## config.mk

```make
export PLATFORM = sky130hd
export DESIGN_NAME = riscv_multicycle_control_flat
export DESIGN_NICKNAME = d
export VERILOG_FILES = /design/src/rtl/riscv_multicycle_control_if.sv /design/src/rtl/riscv_multicycle_control.sv /design/src/flat_wrapper.sv
export SDC_FILE = /design/constraint.sdc
export NUM_CORES = 1
export LEC_CHECK = 0
export CORE_ASPECT_RATIO = 2
export CORE_MARGIN = 3
export CORE_UTILIZATION = 48
export DETAILED_ROUTE_END_ITERATION = 6
export PLACE_DENSITY_LB_ADDON = 0.05
export SLEW_MARGIN = 20
export SYNTH_ARGS = -nofsm -noshare
export SYNTH_HDL_FRONTEND = slang
export SYNTH_SLANG_ARGS = --single-unit
```

## constraint.sdc

```tcl
create_clock -name clk -period 2.5 [get_ports clk]
set_clock_uncertainty 0.1 [all_clocks]
set_input_delay 0.375 -clock clk [delete_from_list [all_inputs] [get_ports clk]]
set_output_delay 0.375 -clock clk [all_outputs]
set_load 0.01 [all_outputs]
```

## src/rtl/riscv_multicycle_control_if.sv

```systemverilog
// Control bundle between the multi-cycle sequencer and the datapath/memory side.
// The sequencer takes the master modport. The datapath takes the slave modport.
interface riscv_multicycle_control_if #(
    parameter int CNT_W = 32
);
    logic [6:0]       Opcode;
    logic             mem_ready;
    logic             pc_write;
    logic             pc_write_cond;
    logic             pc_source;
    logic             ir_write;
    logic             IorD;
    logic             Mem_Read;
    logic             Mem_Write;
    logic             Mem_to_Reg;
    logic             Reg_Write;
    logic             alu_src_a;
    logic [1:0]       alu_src_b;
    logic [1:0]       ALU_op;
    logic             illegal;
    logic [CNT_W-1:0] retired;
    logic [3:0]       state;

    modport master (
        input  Opcode, mem_ready,
        output pc_write, pc_write_cond, pc_source, ir_write, IorD, Mem_Read,
               Mem_Write, Mem_to_Reg, Reg_Write, alu_src_a, alu_src_b, ALU_op,
               illegal, retired, state
    );

    modport slave (
        output Opcode, mem_ready,
        input  pc_write, pc_write_cond, pc_source, ir_write, IorD, Mem_Read,
               Mem_Write, Mem_to_Reg, Reg_Write, alu_src_a, alu_src_b, ALU_op,
               illegal, retired, state
    );
endinterface

```

## src/rtl/riscv_multicycle_control.sv

```systemverilog
// Multi-cycle RISC-V control FSM: fetch/decode/execute/memory/writeback sequencing,
// memory handshake on mem_ready, sticky illegal-opcode trap and retired-instruction count.
module riscv_multicycle_control #(
    parameter int CNT_W = 32
) (
    input  logic                        clk,
    input  logic                        rst_n,
    riscv_multicycle_control_if.master  bus
);
    typedef enum logic [3:0] {
        IDLE     = 4'd0,
        FETCH    = 4'd1,
        DECODE   = 4'd2,
        MEM_ADDR = 4'd3,
        MEM_RD   = 4'd4,
        LOAD_WB  = 4'd5,
        MEM_WR   = 4'd6,
        EXEC_R   = 4'd7,
        EXEC_I   = 4'd8,
        ALU_WB   = 4'd9,
        BRANCH   = 4'd10,
        TRAP     = 4'd11
    } state_t;

    localparam logic [6:0] OP_R = 7'b0110011;
    localparam logic [6:0] OP_I = 7'b0010011;
    localparam logic [6:0] OP_L = 7'b0000011;
    localparam logic [6:0] OP_S = 7'b0100011;
    localparam logic [6:0] OP_B = 7'b1100011;

    state_t           cur;
    state_t           nxt;
    logic [6:0]       op_q;
    logic             ill_q;
    logic [CNT_W-1:0] ret_q;
    logic             retire;

    always_ff @(posedge clk or negedge rst_n) begin
        if (!rst_n) begin
            cur   <= IDLE;
            op_q  <= '0;
            ill_q <= 1'b0;
            ret_q <= '0;
        end else begin
            cur <= nxt;
            if (cur == DECODE) op_q <= bus.Opcode;
            // Flag rises on entry so it is already visible in the first TRAP cycle.
            if (nxt == TRAP) ill_q <= 1'b1;
            if (retire) ret_q <= ret_q + CNT_W'(1);
        end
    end

    always_comb begin
        nxt               = cur;
        retire            = 1'b0;
        bus.pc_write      = 1'b0;
        bus.pc_write_cond = 1'b0;
        bus.pc_source     = 1'b0;
        bus.ir_write      = 1'b0;
        bus.IorD          = 1'b0;
        bus.Mem_Read      = 1'b0;
        bus.Mem_Write     = 1'b0;
        bus.Mem_to_Reg    = 1'b0;
        bus.Reg_Write     = 1'b0;
        bus.alu_src_a     = 1'b0;
        bus.alu_src_b     = 2'b00;
        bus.ALU_op        = 2'b00;
        case (cur)
            IDLE: nxt = FETCH;
            FETCH: begin
                bus.Mem_Read  = 1'b1;
                bus.alu_src_b = 2'b01;
                bus.ir_write  = bus.mem_ready;
                bus.pc_write  = bus.mem_ready;
                if (bus.mem_ready) nxt = DECODE;
            end
            DECODE: begin
                bus.alu_src_b = 2'b10;
                case (bus.Opcode)
                    OP_L, OP_S: nxt = MEM_ADDR;
                    OP_R:       nxt = EXEC_R;
                    OP_I:       nxt = EXEC_I;
                    OP_B:       nxt = BRANCH;
                    default:    nxt = TRAP;
                endcase
            end
            MEM_ADDR: begin
                bus.alu_src_a = 1'b1;
                bus.alu_src_b = 2'b10;
                nxt = (op_q == OP_L) ? MEM_RD : MEM_WR;
            end
            MEM_RD: begin
                bus.Mem_Read = 1'b1;
                bus.IorD     = 1'b1;
                if (bus.mem_ready) nxt = LOAD_WB;
            end
            LOAD_WB: begin
                bus.Reg_Write  = 1'b1;
                bus.Mem_to_Reg = 1'b1;
                retire         = 1'b1;
                nxt            = FETCH;
            end
            MEM_WR: begin
                bus.Mem_Write = 1'b1;
                bus.IorD      = 1'b1;
                if (bus.mem_ready) begin
                    retire = 1'b1;
                    nxt    = FETCH;
                end
            end
            EXEC_R: begin
                bus.alu_src_a = 1'b1;
                bus.ALU_op    = 2'b10;
                nxt           = ALU_WB;
            end
            EXEC_I: begin
                bus.alu_src_a = 1'b1;
                bus.alu_src_b = 2'b10;
                bus.ALU_op    = 2'b11;
                nxt           = ALU_WB;
            end
            ALU_WB: begin
                bus.Reg_Write = 1'b1;
                retire        = 1'b1;
                nxt           = FETCH;
            end
            BRANCH: begin
                bus.alu_src_a     = 1'b1;
                bus.ALU_op        = 2'b01;
                bus.pc_write_cond = 1'b1;
                bus.pc_source     = 1'b1;
                retire            = 1'b1;
                nxt               = FETCH;
            end
            TRAP:    nxt = TRAP;
            default: nxt = IDLE;
        endcase
    end

    assign bus.illegal = ill_q;
    assign bus.retired = ret_q;
    assign bus.state   = cur;
endmodule

```

## src/flat_wrapper.sv

```systemverilog
// flat-port wrapper written by rule: the top's interface ports become plain ports
module riscv_multicycle_control_flat 
#(
    parameter int CNT_W = 32
)
  (clk, rst_n, bus_Opcode, bus_mem_ready, bus_pc_write, bus_pc_write_cond, bus_pc_source, bus_ir_write, bus_IorD, bus_Mem_Read, bus_Mem_Write, bus_Mem_to_Reg, bus_Reg_Write, bus_alu_src_a, bus_alu_src_b, bus_ALU_op, bus_illegal, bus_retired, bus_state);
  riscv_multicycle_control_if #(.CNT_W(CNT_W)) bus_i ();
  input  logic clk;
  input  logic rst_n;
  input wire logic [$bits(bus_i.Opcode)-1:0] bus_Opcode;
  input wire logic [$bits(bus_i.mem_ready)-1:0] bus_mem_ready;
  output wire logic [$bits(bus_i.pc_write)-1:0] bus_pc_write;
  output wire logic [$bits(bus_i.pc_write_cond)-1:0] bus_pc_write_cond;
  output wire logic [$bits(bus_i.pc_source)-1:0] bus_pc_source;
  output wire logic [$bits(bus_i.ir_write)-1:0] bus_ir_write;
  output wire logic [$bits(bus_i.IorD)-1:0] bus_IorD;
  output wire logic [$bits(bus_i.Mem_Read)-1:0] bus_Mem_Read;
  output wire logic [$bits(bus_i.Mem_Write)-1:0] bus_Mem_Write;
  output wire logic [$bits(bus_i.Mem_to_Reg)-1:0] bus_Mem_to_Reg;
  output wire logic [$bits(bus_i.Reg_Write)-1:0] bus_Reg_Write;
  output wire logic [$bits(bus_i.alu_src_a)-1:0] bus_alu_src_a;
  output wire logic [$bits(bus_i.alu_src_b)-1:0] bus_alu_src_b;
  output wire logic [$bits(bus_i.ALU_op)-1:0] bus_ALU_op;
  output wire logic [$bits(bus_i.illegal)-1:0] bus_illegal;
  output wire logic [$bits(bus_i.retired)-1:0] bus_retired;
  output wire logic [$bits(bus_i.state)-1:0] bus_state;
  assign bus_i.Opcode = bus_Opcode;
  assign bus_i.mem_ready = bus_mem_ready;
  assign bus_pc_write = bus_i.pc_write;
  assign bus_pc_write_cond = bus_i.pc_write_cond;
  assign bus_pc_source = bus_i.pc_source;
  assign bus_ir_write = bus_i.ir_write;
  assign bus_IorD = bus_i.IorD;
  assign bus_Mem_Read = bus_i.Mem_Read;
  assign bus_Mem_Write = bus_i.Mem_Write;
  assign bus_Mem_to_Reg = bus_i.Mem_to_Reg;
  assign bus_Reg_Write = bus_i.Reg_Write;
  assign bus_alu_src_a = bus_i.alu_src_a;
  assign bus_alu_src_b = bus_i.alu_src_b;
  assign bus_ALU_op = bus_i.ALU_op;
  assign bus_illegal = bus_i.illegal;
  assign bus_retired = bus_i.retired;
  assign bus_state = bus_i.state;
  riscv_multicycle_control #(.CNT_W(CNT_W)) u_core (.clk(clk), .rst_n(rst_n), .bus(bus_i));
endmodule
```

* Yosys cells after proc, flatten, opt, wreduce, memory -nomap -nowiden *
Index checks and enable logic that the tools add are counted.

word-level totals
  output and inout bits = 51
  logic and storage cells = 51
  input port bits = 10
  register bits = 44

operators by class
  add/sub/neg operators = 1
  reduce and logical (&&, ||, !) cells = 10
  multiplexer cells = 18
  eq/ne operators = 18

operators by type and width
  kind                   number
  $add 32x1->32 const B  1
  $pmux 4 s8             1
  $eq 4x4->1 const B     5
  $eq 4x3->1 const B     4
  $pmux 4 s4             1
  $eq 7x2->1 const B     2
  $eq 7x6->1 const B     2
  $mux 4                 3
  $reduce_or 2->1        5
  $mux 1                 9
  $eq 4x2->1 const B     2
  $reduce_or 4->1        2
  $eq 7x5->1 const B     1
  $eq 7x7->1 const B     1
  $pmux 2 s3             1
  $reduce_or 3->1        2
  $eq 4x1->1 const B     1
  $logic_not 4->1        1
  $pmux 2 s2             1
  $mux 2                 1
  $pmux 1 s2             1

* Longest topological paths before layout *
Gate-level depths: netlist (run 1).

  word-level depth = 5
  gate-level depth with buffers = 8
  mapped depth without buffers = 5

* Worst setup path before layout (run 1) *
OpenSTA, ideal clock, no wires.

  path kind = flip-flop to flip-flop
  start point = register u_core.cur[1] (netlist: u_core.bus.state[1])
  end point = register u_core.ret_q[29] (netlist: u_core.bus.retired[29])
  data required time = 2.274 ns
  period minus slack after synthesis = 2.052 ns
  arrival time = 1.826 ns
  stages on the path, launching flop included = 9
  path slack = 0.448 ns
  path buffers = 3
  setup time = 0.126 ns
  path through = dfrtp_1 buf_4 nand2b_2 a211oi_4 and3_1 buf_4 buf_6 nand4_4 xnor2_2

between the ends
  word-level cells in the longest chain between the ends = 3
  elaborated cells between the ends (all ways) = 6
  classes of those cells = eq/ne: 4; mux: 1; reduce/logical: 1

ends and longest elaborated chain
  item                                      RTL line                        RTL
  start, declared                           riscv_multicycle_control.sv:31  state_t cur;
  start signal, assigned                    riscv_multicycle_control.sv:45  cur <= nxt;
  $eq 4x3->1 or $eq 4x4->1 (tied branches)  riscv_multicycle_control.sv:68  case (cur)
  $reduce_or 3->1 (no line)                 n/a
  $pmux 1 s2 (*)                            riscv_multicycle_control.sv:68
  end signal, assigned                      riscv_multicycle_control.sv:49  if (retire) ret_q <= ret_q + CNT_W'(1);
  end, declared                             riscv_multicycle_control.sv:35  logic [CNT_W-1:0] ret_q;

Every way passes the cells marked *; elsewhere a longest branch is shown, timed or not.
A chain may end at the register's enable or synchronous reset.

* Worst setup path after layout (run 1) *
  start point = register u_core.cur[2] (netlist: u_core.bus.state[2])
  end point = output bus_ALU_op[1]

between the ends
  word-level cells in the longest chain between the ends = 2
  elaborated cells between the ends (all ways) = 4
  classes of those cells = eq/ne: 3; mux: 1

ends and longest elaborated chain
  item                                      RTL line                        RTL
  $eq 4x4->1 or $eq 4x3->1 (tied branches)  riscv_multicycle_control.sv:68
  $pmux 2 s3 (*)                            riscv_multicycle_control.sv:68
  end, declared                             flat_wrapper.sv:23              output wire logic [$bits(bus_i.ALU_op)-1:0] bus_ALU_op;

Marked as above.

==> flow_summary.json, run 1 <==
{
  "worst_pin_slew_ns": 0.370,
  "synth.net_count": 215,
  "hpwl_um": 3960,
  "critical-path-top-delay-family": "buffers and inverters",
  "holdWs_ns": 0.379,
  "place.gp.congestion": 0.752,
  "rows": 34,
  "cts.path.max_buffers": 2,
  "multi_input_comb_area_um2": 1040,
  "critical_path_class": "reg -> out",
  "hp-start": "u_core.bus.illegal",
  "clk_latency_ns": 0.30,
  "powerDensity_nw_per_um2": 858,
  "setup_viol": 0,
  "ff2ff_path_depth": 7,
  "reg2reg_to": "u_core.bus.retired[13]",
  "mostFrequentLayoutCell": "clkdlybuf4s50_1",
  "layout_common_cells": "clkdlybuf4s50_1 (59), dfrtp_1 (42), xnor2_1 (31)",
  "reg2reg_from": "u_core.bus.state[2]",
  "hold_path_end": "u_core.bus.illegal",
  "synth_seq_area_share_pct": 49.5,
  "cap_violations": 0,
  "hold_depth": 1,
  "ys.flop_type": "dfrtp_1",
  "slew_headroom_pct": 75.4,
  "io_buffers": 60,
  "ios": 61,
  "grt_pass1_vias": 1742,
  "fin_setup_tns_ns": 0,
  "ff_latch_area_um2": 1100,
  "die_w_um": 54.1,
  "holdCritPathClass": "reg -> reg",
  "cts_max_level": 2,
  "antenna_left": 0,
  "core_area_um2": 4420,
  "crit_required_ns": 2.03,
  "status": "completed",
  "vias": 1780,
  "die_area_um2": 5530,
  "synth_cell_types": 40,
  "wire_per_inst_um": 15.7,
  "area_growth_pct": 36.5,
  "drive_gt1_share_pct": 14.7,
  "nNetsFinal": 283,
  "netlist_area_um2": 2220,
  "ys_warn_count": 0,
  "grt_pass1_wl_um": 8400,
  "start_util_pct": 50.3,
  "synth_area_leaders": "dfrtp_1 (50%), xnor2_1 (12%), mux2_2 (3.5%), nand4_1 (3.4%), nand3_1 (2.9%)",
  "path_buf_inv": 1,
  "clk_pin_slew_ns": 0.09,
  "fin_crit_sh_pct": 93.3,
  "gr-total-overflow": 0,
  "postCtsSetupBuffers": 0,
  "reg2reg_slack_ns": 0.44,
  "clock.fmax_ghz": 0.429,
  "synth_cells": 204,
  "track_usage_pct": 20.5,
  "async_flop_share_pct": 100,
  "yosys_register_bits": 44,
  "cts-buffers-inserted": 5,
  "dr.pass1.iters": 4,
  "synth_top_area_share_pct": 49.5,
  "netlist.top_cell.by_area": "dfrtp_1",
  "drt_wl_total_um": 5150,
  "max_stage_delay_ns": 0.55,
  "synth_edf_count": 0,
  "cts_sinks": 44,
  "cts_root_buffer": "clkbuf_8",
  "cp.arrival_ns": 1.86,
  "leakagePower_nw": 1.27,
  "vias_per_cell": 5.44,
  "antenna_found_initial": 0,
  "hold_viol": 0,
  "fillers": 366,
  "crit_chain": "nand2b_1 -> or2_2 -> o22ai_1 -> clkdlybuf4s50_1",
  "start_kind": "flop",
  "worstPathMaxFanout": 4,
  "irDropWorstVdd_mv": 0.687,
  "die_h_um": 102,
  "cp.depth": 4,
  "grt_max_degree": 30,
  "rsz0062_at_grt": "no",
  "fin_crit_ns": 2.33,
  "syn_avg_cell_area_um2": 10.9,
  "crit_path_end_kind": "output port",
  "drtIter0Drc": 31,
  "crit_path_top_delay_cell": "clkdlybuf4s50_1",
  "drc": 0,
  "cts_tree": "yes",
  "n_antenna_cell": 0,
  "slew_viol_final": 0
}
-- worst reg2reg max path: cells and delay by family, from the launching register on --
family | cells | cell delay, ns
compound gates | 1 | 0.25
xor+xnor | 2 | 0.34
buf+inv | 2 | 0.38
flops | 1 | 0.42
simple gates | 2 | 0.46
-- synthesized netlist by cell type (2+ instances only) --
cell type	n
dfrtp_1	44
xnor2_1	31
nand3_1	13
nand4_1	12
nor2_1	12
nand2_1	11
and3_1	10
mux2_2	7
a21oi_1	5
and4_1	5
buf_4	5
nand2b_1	4
o21ai_0	4
buf_2	3
clkbuf_1	3
inv_1	3
nor3_1	3
o22ai_1	3
nor3b_1	2
nor4bb_1	2
or3b_2	2
xor2_1	2
-- through the flow --
stage	setup WS [ns]	util, %	power [mW]	instance area, µm²	std cells
CTS	0.0292	68.6	2.63	3030	327
detailed placement	0.288	65.6	2.05	2900	318
floorplan	0.448	-	1.58	2220	204
global placement	0.310	65.6	2.04	2900	318
global route	0.0426	68.6	2.77	3040	327
finish	0.166	68.6	2.60	3040	327
-- sequential cells by signal, summed over array words and instances (netlist names) --
name                count
u_core.bus.illegal      1
u_core.bus.state        4
u_core.bus.retired     32
u_core.op_q             7
-- layout make-up --
| type | count | area share (%) |
|---|---|---|
| Clock inverter | 2 | 1.28 |
| Clock buffer | 6 | 2.72 |
| Inverter | 3 | 0.371 |
| Timing Repair Buffer | 73 | 22.9 |
| Tap cell | 54 | 2.23 |
| Sequential cell | 44 | 36.4 |
| Multi-Input combinational cell | 145 | 34.1 |
-- worst max-delay path by stage --
stage                                    from                      to  slack, ns
after global placement          bus_mem_ready  u_core.bus.retired[13]       0.31
final                     u_core.bus.state[2]           bus_ALU_op[1]       0.17
after floorplan           u_core.bus.state[1]  u_core.bus.retired[29]       0.45
after global routing      u_core.bus.state[3]           bus_ALU_op[1]       0.04
after detailed placement        bus_mem_ready  u_core.bus.retired[13]       0.29
after CTS                 u_core.bus.state[0]            bus_ir_write       0.03
-- report_power, final --
part           switching, mW  internal [mW]  leakage [nW]  total, mW
sequential             0.144          0.849         0.579      0.993
combinational          0.470          0.565         0.628       1.04
clock                  0.250          0.327        0.0614      0.576
total                  0.864           1.74          1.27       2.60
-- cell families after synthesis --
kind of cell	Yosys count	share of synthesized area, %
DFF	44	49.5
xor gates and xnor gates	34	13.7
muxes	8	4.00
and+or+nand+nor	85	22.9
AOI/OAI and AO/OA	17	5.40
buffers and inverters	15	3.88
adders and majority gates	1	0.563
-- routing by layer --
| metal | track usage [%] | up-vias | share of wire [%] |
|---|---|---|---|
| li1 | - | 856 | - |
| met1 | 22.8 | 865 | 37 |
| met2 | 36.8 | 47 | 57 |
| met3 | 3.36 | 12 | 3.9 |
| met4 | 8.25 | 0 | 2.8 |
| met5 | 0 | - | 0 |
-- what timing repair did --
item / 4_1_cts / 5_1_grt
hold buffers: 1 / 0
hold endpoints to repair: 15 / 0
setup endpoints to repair: 0 / 3
resized for setup: 0 / 2
No activity file was read; power rests on OpenSTA's default activity.
==> run 2: changes to the inputs <==
--- a/config.mk
+++ b/config.mk
@@ -7,7 +7,7 @@
 export LEC_CHECK = 0
 export CORE_ASPECT_RATIO = 2
 export CORE_MARGIN = 3
-export CORE_UTILIZATION = 48
+export CORE_UTILIZATION = 43
 export DETAILED_ROUTE_END_ITERATION = 6
 export PLACE_DENSITY_LB_ADDON = 0.05
 export SLEW_MARGIN = 20
==> constraint.sdc (replaced) <==
create_clock -name clk -period 2 [get_ports clk]
set_clock_uncertainty 0.1 [all_clocks]
set_input_delay 0.3 -clock clk [delete_from_list [all_inputs] [get_ports clk]]
set_output_delay 0.3 -clock clk [all_outputs]
set_load 0.01 [all_outputs]
==> run 2 against run 1 <==
Non-clock buffer count increased by 22. Sequential power increased by 21%. Combinational power increased by 60%. Worst setup slack got worse by 0.076 ns. Hold slack got worse by 0.0018 ns. Cell count increased by 7.6%. Clock power increased by 22%. Global-route usage decreased by 1.6 points. Via count increased by 6.4%. Power increased by 37%. Cell area increased by 7.5%. Register-to-register slack got worse by 0.34 ns. Critical path type unchanged. Critical endpoint is now bus_pc_write. Largest cell class unchanged. Highest routed layer unchanged.
==> flow_summary.json, run 2 (same netlist as run 1, synthesis figures left out) <==
{
  "worstPathMaxFanout": 8,
  "ff_latch_area_um2": 1100,
  "grt_max_degree": 25,
  "fillers": 414,
  "cts_max_level": 2,
  "layout_common_cells": "clkdlybuf4s50_1 (45), dfrtp_1 (43), xnor2_1 (29), buf_4 (29)",
  "powerDensity_nw_per_um2": 1090,
  "clk_latency_ns": 0.30,
  "critical_path_class": "reg -> out",
  "die_h_um": 108,
  "reg2reg_from": "u_core.bus.state[1]",
  "finish.instance_area_um2": 3260,
  "cap_violations": 0,
  "holdCritPathClass": "reg -> reg",
  "place.gp.congestion": 0.925,
  "track_usage_pct": 18.9,
  "drt_wl_total_um": 5560,
  "clock.fmax_ghz": 0.524,
  "status": "completed",
  "n_antenna_cell": 0,
  "drc": 0,
  "hold_viol": 0,
  "reg2reg_slack_ns": 0.10,
  "start_util_pct": 44.9,
  "die_w_um": 56.8,
  "p_total_mw": 3.56,
  "crit_required_ns": 1.60,
  "mostFrequentLayoutCell": "clkdlybuf4s50_1",
  "cp.arrival_ns": 1.51,
  "fin_util_pct": 65.9,
  "fin_crit_ns": 1.91,
  "leakagePower_nw": 1.45,
  "dpl_cell_area_um2": 3060,
  "worst_pin_slew_ns": 0.503,
  "die_area_um2": 6120,
  "largest_register_ffs": 32,
  "io_buffers": 60,
  "met3_usage_pct": 3.00,
  "drive_gt1_share_pct": 23.4,
  "core_area_um2": 4950,
  "irDropWorstVdd_mv": 1.06,
  "ios": 61,
  "nNetsFinal": 305,
  "hpwl_um": 4080,
  "setup_viol": 0,
  "start_kind": "flop",
  "ff2ff_path_depth": 7,
  "clk_pin_slew_ns": 0.09,
  "reg2reg_to": "u_core.bus.retired[5]",
  "fin_setup_tns_ns": 0,
  "drtIter0Drc": 60,
  "cts-buffers-inserted": 5,
  "gr-total-overflow": 0,
  "busiest_layer": "met2",
  "multi_input_comb_area_um2": 1100,
  "hold_depth": 1,
  "slew_viol_final": 0,
  "rsz0062_at_grt": "yes",
  "dp_slack_ns": -0.0591,
  "crit_path_end_kind": "output port",
  "area_growth_pct": 46.8,
  "use_met2_pct": 33.6,
  "use_met1_pct": 21.5,
  "rows": 36,
  "dr.pass1.iters": 4,
  "fin_crit_sh_pct": 95.5,
  "grt_pass1_wl_um": 9110,
  "antenna_found_initial": 0,
  "vias_per_cell": 5.38,
  "cts_tree": "yes",
  "wire_per_inst_um": 15.8,
  "cts.path.max_buffers": 2,
  "grt_pass1_vias": 1918,
  "hp-start": "u_core.bus.illegal",
  "cts_sinks": 44,
  "cts_root_buffer": "clkbuf_8",
  "worst_slack_ns": 0.0909,
  "slew_headroom_pct": 66.5,
  "hold_path_end": "u_core.bus.illegal",
  "antenna_left": 0,
  "vias": 1894
}
run 2: cell types whose count changed in the layout (fill, tap and decap cells not counted), moves of 2 or more:
| cell | change |
|---|---|
| dlygate4sd2_1 | +13 |
| xnor2_1 | -2 |
| nand2b_4 | +2 |
| clkdlybuf4s50_1 | -14 |
| nand2b_1 | -2 |
| buf_6 | +3 |
| buf_4 | +17 |
run 2: how the worst max path moves through the flow:
stage	start	to	slack, ns	cells after the start
after global placement	bus_mem_ready	u_core.bus.retired[17]	-0.02	7
after detailed placement	bus_mem_ready	u_core.bus.retired[27]	-0.06	7
after global routing	u_core.bus.state[1]	u_core.bus.retired[13]	-0.008	7
after floorplan	u_core.bus.state[1]	u_core.bus.retired[29]	-0.004	8
final	u_core.bus.state[2]	bus_pc_write	0.09	4
after CTS	u_core.bus.state[2]	bus_ALU_op[1]	0.009	4
run 2: critical path: stages (launching register included):
cell,delay (ns)
dfrtp_1,0.43
buf_4,0.20
nor3_2,0.17
and2_1,0.15
dlygate4sd2_1,0.26
run 2: layout make-up:
cell class	instances	share of cell area, %
inverter	3	0.345
multi-input combinational	145	33.6
timing repair buffer	95	26.6
tap	57	2.19
clock inverter	3	1.42
sequential	44	33.8
clock buffer	5	2.11
run 2: stage by stage:
stage,instances,hold slack [ns]
floorplan,204,-0.0956
global placement,338,0.198
detailed placement,338,0.198
CTS,348,0.379
global route,352,0.410
finish,352,0.377
run 2: routing by layer:
metal,vias to the layer above,wire (µm)
li1,892,-
met1,924,2120
met2,67,3030
met3,11,250
met4,0,161
met5,-,0
run 2: what timing repair did:
action | 4_1_cts | 5_1_grt
setup endpoints to repair | 14 | 17
cloned | 0 | 1
pin swaps | 0 | 4
hold endpoints to repair | 20 | 0
buffers inserted | 1 | 3
gates resized for setup | 20 | 9
hold buffers | 1 | 0
run 2: where the power goes:
part | switching, mW | internal, mW
clock network | 0.328 | 0.377
registers | 0.136 | 1.06
logic | 0.768 | 0.896
total | 1.23 | 2.33
